<file path="config.mk">
export PLATFORM = sky130hd
export DESIGN_NAME = instr_sequencer
export DESIGN_NICKNAME = d
export VERILOG_FILES = /design/src/rtl/seq_pkg.sv /design/src/rtl/instr_sequencer.sv
export SDC_FILE = /design/constraint.sdc
export NUM_CORES = 1
export LEC_CHECK = 0
export CAP_MARGIN = 20
export CORE_ASPECT_RATIO = 0.5
export CORE_MARGIN = 8
export CORE_UTILIZATION = 44
export CTS_CLUSTER_SIZE = 30
export DETAILED_ROUTE_END_ITERATION = 16
export GPL_ROUTABILITY_DRIVEN = 0
export PLACE_DENSITY = 0.79
export SYNTH_ARGS = -nofsm -noshare
export SYNTH_HDL_FRONTEND = slang
export SYNTH_SLANG_ARGS = --single-unit
export TNS_END_PERCENT = 50
</file>
<file path="constraint.sdc">
create_clock -name CLOCK_50 -period 2.25 [get_ports CLOCK_50]
set_clock_uncertainty 0.2 [all_clocks]
set_input_delay 0.3375 -clock CLOCK_50 [delete_from_list [all_inputs] [get_ports CLOCK_50]]
set_output_delay 0.3375 -clock CLOCK_50 [all_outputs]
set_load 0.1 [all_outputs]
</file>
<file path="src/rtl/seq_pkg.sv">
// Shared types and constants for the instruction sequencer.
// Opcode map, instruction field ranges and FSM state encoding.
package seq_pkg;

  typedef enum logic [2:0] {
    IDLE,
    DECODE,
    READ,
    EXEC,
    WRITE
  } state_t;

  localparam logic [3:0] OP_ADD  = 4'd0;
  localparam logic [3:0] OP_SUB  = 4'd1;
  localparam logic [3:0] OP_AND  = 4'd2;
  localparam logic [3:0] OP_OR   = 4'd3;
  localparam logic [3:0] OP_XOR  = 4'd4;
  localparam logic [3:0] OP_SLT  = 4'd5;
  localparam logic [3:0] OP_ADDI = 4'd6;
  localparam logic [3:0] OP_SUBI = 4'd7;
  localparam logic [3:0] OP_SHLI = 4'd8;
  localparam logic [3:0] OP_SHRI = 4'd9;
  localparam logic [3:0] OP_LDI  = 4'd10;
  localparam logic [3:0] OP_LAST = OP_LDI;

  localparam logic [3:0] IMM_FIRST = OP_ADDI;

  localparam int OPC_HI = 15;
  localparam int OPC_LO = 12;
  localparam int RC_HI  = 11;
  localparam int RC_LO  = 8;
  localparam int RA_HI  = 7;
  localparam int RA_LO  = 4;
  localparam int RB_HI  = 3;
  localparam int RB_LO  = 0;

endpackage

</file>
<file path="src/rtl/instr_sequencer.sv">
// Handshaked issue/writeback controller: decode, bank read,
// ALU wait and a single writeback per accepted instruction.
module instr_sequencer #(
  parameter int ALU_LAT = 1,
  parameter int NUM_OPS = 11
) (
  input  logic        CLOCK_50,
  input  logic        reset,
  input  logic [15:0] instr,
  input  logic        instr_valid,
  output logic        instr_ready,
  output logic [4:0]  reg_a,
  output logic [4:0]  reg_b,
  output logic [4:0]  reg_c,
  output logic        bank_rw,
  output logic [15:0] bank_data,
  output logic [4:0]  alu_op,
  output logic [15:0] alu_imm,
  input  logic [15:0] alu_result,
  output logic        busy,
  output logic        illegal,
  output logic [15:0] retired
);

  import seq_pkg::*;

  localparam int CW =
    (ALU_LAT > 1) ? $clog2(ALU_LAT) : 1;
  localparam logic [CW-1:0] CNT_INIT =
    CW'(ALU_LAT - 1);

  state_t        state;
  logic [15:0]   ir;
  logic [CW-1:0] cnt;
  logic          bank_rw_q;
  logic [3:0]    opc;

  assign opc  = ir[OPC_HI:OPC_LO];
  assign busy = (state != IDLE);

  // Kill a write that is in flight while reset is held.
  assign bank_rw = bank_rw_q & ~reset;

  always_ff @(posedge CLOCK_50) begin
    if (reset) begin
      state       <= IDLE;
      ir          <= '0;
      cnt         <= '0;
      instr_ready <= 1'b1;
      reg_a       <= '0;
      reg_b       <= '0;
      reg_c       <= '0;
      bank_rw_q   <= 1'b0;
      bank_data   <= '0;
      alu_op      <= '0;
      alu_imm     <= '0;
      illegal     <= 1'b0;
      retired     <= '0;
    end else begin
      unique case (state)
        IDLE: begin
          if (instr_valid) begin
            ir          <= instr;
            instr_ready <= 1'b0;
            state       <= DECODE;
          end
        end
        DECODE: begin
          alu_op <= {1'b0, opc};
          reg_c  <= {1'b0, ir[RC_HI:RC_LO]};
          reg_b  <= {1'b0, ir[RB_HI:RB_LO]};
          if ({1'b0, opc} >= 5'(NUM_OPS)) begin
            illegal     <= 1'b1;
            instr_ready <= 1'b1;
            state       <= IDLE;
          end else begin
            if (opc >= IMM_FIRST) begin
              reg_a   <= '0;
              alu_imm <= {12'b0, ir[RA_HI:RA_LO]};
            end else begin
              reg_a   <= {1'b0, ir[RA_HI:RA_LO]};
              alu_imm <= '0;
            end
            state <= READ;
          end
        end
        READ: begin
          cnt   <= CNT_INIT;
          state <= EXEC;
        end
        EXEC: begin
          if (cnt == '0) begin
            bank_rw_q <= 1'b1;
            bank_data <= alu_result;
            state     <= WRITE;
          end else begin
            cnt <= cnt - CW'(1);
          end
        end
        WRITE: begin
          bank_rw_q   <= 1'b0;
          retired     <= retired + 16'd1;
          instr_ready <= 1'b1;
          state       <= IDLE;
        end
        default: state <= IDLE;
      endcase
    end
  end

endmodule

</file>
==> impl_metrics.toml <==
[power_and_ir_drop]
power.switching_mw = 0.907
clock_power_share_pct = 43.0
combPwrFrac_pct = 15.3
power.density_nw_per_um2 = 816
p_sw_share_pct = 27.4
power_mw = 3.31
p_leak_nw = 1.60
p_int_mw = 2.40
vdd_ir_drop_max_uv = 458
power_frac_seq_pct = 41.7

[global_routing]
grt_max_degree = 74
grt_usage_pct = 15.7
met2_usage_pct = 26.4
antenna_found_initial = 0
global_route.usage.met1_pct = 17.9
grt_overflow = 0
busiest_layer = "met2"
grt_pass1_wl_um = 12200
use_met3_pct = 7.16
grt_pass1_vias = 2467

[critical_path]
worst-path-max-fanout = 9
path_class = "flop to flop"
critPathCaptureType = "flop"
crit_required_ns = 2.30
critPathLaunchType = "flop"
arrival_ns = 2.09

[synthesis]
synth_top_area_share_pct = 50.5
yosys.area.top_type = "dfxtp_1"
synth_area_per_cell_um2 = 8.15
synth_edf_count = 0
yosys_warnings = 0
seq_area_frac_synth_pct = 50.5
yosys-top-cells-area = "dfxtp_1 50%, nand2_1 12%, a21oi_1 11%, buf_4 4.1%, clkbuf_1 2.4%"
synth_cell_types = 33
async_flop_share_pct = 0
syn_inst = 360
synth_area_um2 = 2940
synth-seq-cells = 74
synth_ff_type = "dfxtp_1"

[sta]
setup-violations-final = 0
worstMarginPinSlew_ns = 0.785
finalCriticalPeriod_ns = 2.04
rsz0062_at_grt = "false"
maxSlewViolCount = 0
tns_ns = 0
fmax_ghz = 0.491
slew_headroom_pct = 47.6
timing.final.crit_share_pct = 90.6
hold_viol_final = 0

[drt]
dr.pass1.iters = 6
drtAntennaViolNets = 0
vias = 2638
drt-wirelength-per-cell_um = 13.8
drt-initial-drc-count = 180
via_per_inst = 4.84
drt-total-wl_um = 7540
drc_errors = 0

[floorplan]
rows = 21
start_util_pct = 44.7
ios = 107
core_area_um2 = 6570
die_area_um2 = 9700
die_h_um = 73.8
die_x_um = 132

[placement]
placedCellCount = 529
port_buffers = 90
dp_hpwl_um = 5140

[clock_network]
hold_buffers = 0
cts.repair.resized = 0
cts_tree = "yes"
clkLatencyLatePin_ns = 0.33
postCtsSetupBuffers = 0
cts_made_buffers = 9
path_clk_slew_ns = 0.05
clockBufferDepth = 2
htree_num_levels = 3
clockRootBuffer = "clkbuf_16"
cts.sinks = 74

[layout]
syn2layout_area_growth_pct = 38.1
stdcell_count = 545
nets = 484
final_common_cell = "nand2_1"
drive_gt1_share_pct = 20.8
antennaDiodeCount = 0
fin_util_pct = 61.7
layout_common_cells = "97 x nand2_1, 63 x dfxtp_1, 63 x buf_4"

[status]
outcome = "complete, no violations"

[run]
cap_viol_max_count = 0

[hold_path]
hold_path.class = "primary input to flop"
## metrics by stage
stage                     worst slack, ns  hold WS [ns]  instance area, um^2
after detailed placement            0.254         0.243                 3750
after global routing                0.107         0.173                 4050
after CTS                           0.222         0.160                 4050
after global placement              0.284         0.239                 3750
after floorplan                   0.00696         0.232                 3010
final                               0.213         0.171                 4050
## flip-flops by register name, indices dropped and copies added, names as in the netlist
name,flops
reg_c,4
reg_b,4
retired,16
alu_imm,4
ir,16
bank_data,16
bank_rw_q,1
reg_a,4
alu_op,4
illegal,1
instr_ready,1
state,3
## synthesized netlist by cell type (all sizes together), types with 4 or more instances
cell	n
o21ai	11
clkbuf	19
nand4	6
nand3	8
xor2	6
buf	18
xnor2	5
a21oi	62
nand2	97
nand3b	4
dfxtp	74
nor2	15
## per-layer routing
metal / vias up / wire (um) / part of all wire [%]
li1: 1350 / - / -
met1: 1205 / 3340 / 44
met2: 77 / 3660 / 49
met3: 6 / 479 / 6.3
met4: 0 / 61 / 0.81
met5: - / 0 / 0
## layout make-up
cell class,instances,area [um^2]
multi-input cells,263,1290
clock inverters,2,35.0
well taps,92,115
inverters,1,3.75
flip-flops and latches,74,1500
repair buffers,99,848
clock buffers,14,264
fillers,603,2510
## power groups by stage
| stage | sequential (mW) | combinational [mW] | clock [mW] |
|---|---|---|---|
| after floorplan | 1.51 | 0.286 | 0 |
| after global placement | 1.41 | 0.505 | 0 |
| after detailed placement | 1.41 | 0.507 | 0 |
| after CTS | 1.38 | 0.509 | 1.45 |
| after global routing | 1.39 | 0.538 | 1.52 |
| final | 1.38 | 0.507 | 1.42 |
## logic make-up after synthesis
group	count (synthesis)	synth area share, %
simple gates	156	24.3
fa+ha+maj	1	0.426
other cells	1	0.128
xor+xnor	11	3.28
flops	74	50.5
compound gates	79	14.0
buf+inv	38	7.42
## worst max-delay path, cell delays in order, from the launching register on
cell and delay [ns]:
dfxtp_1 0.45, or3b_1 0.40, or2_4 0.27, or4_1 0.50, a21oi_1 0.14
## final timing paths
| kind | startpoint | end | slack (ns) | cells past startpoint |
|---|---|---|---|---|
| setup reg to reg | state[2] | retired[14] | 0.21 | 4 |
| setup / recovery | state[2] | retired[14] | 0.21 | 4 |
| hold / removal | reset | bank_rw_q | 0.17 | 3 |
| hold reg to reg | ir[10] | reg_c[2] | 0.25 | 2 |
Note: power is estimated with default switching activity, not from simulation.
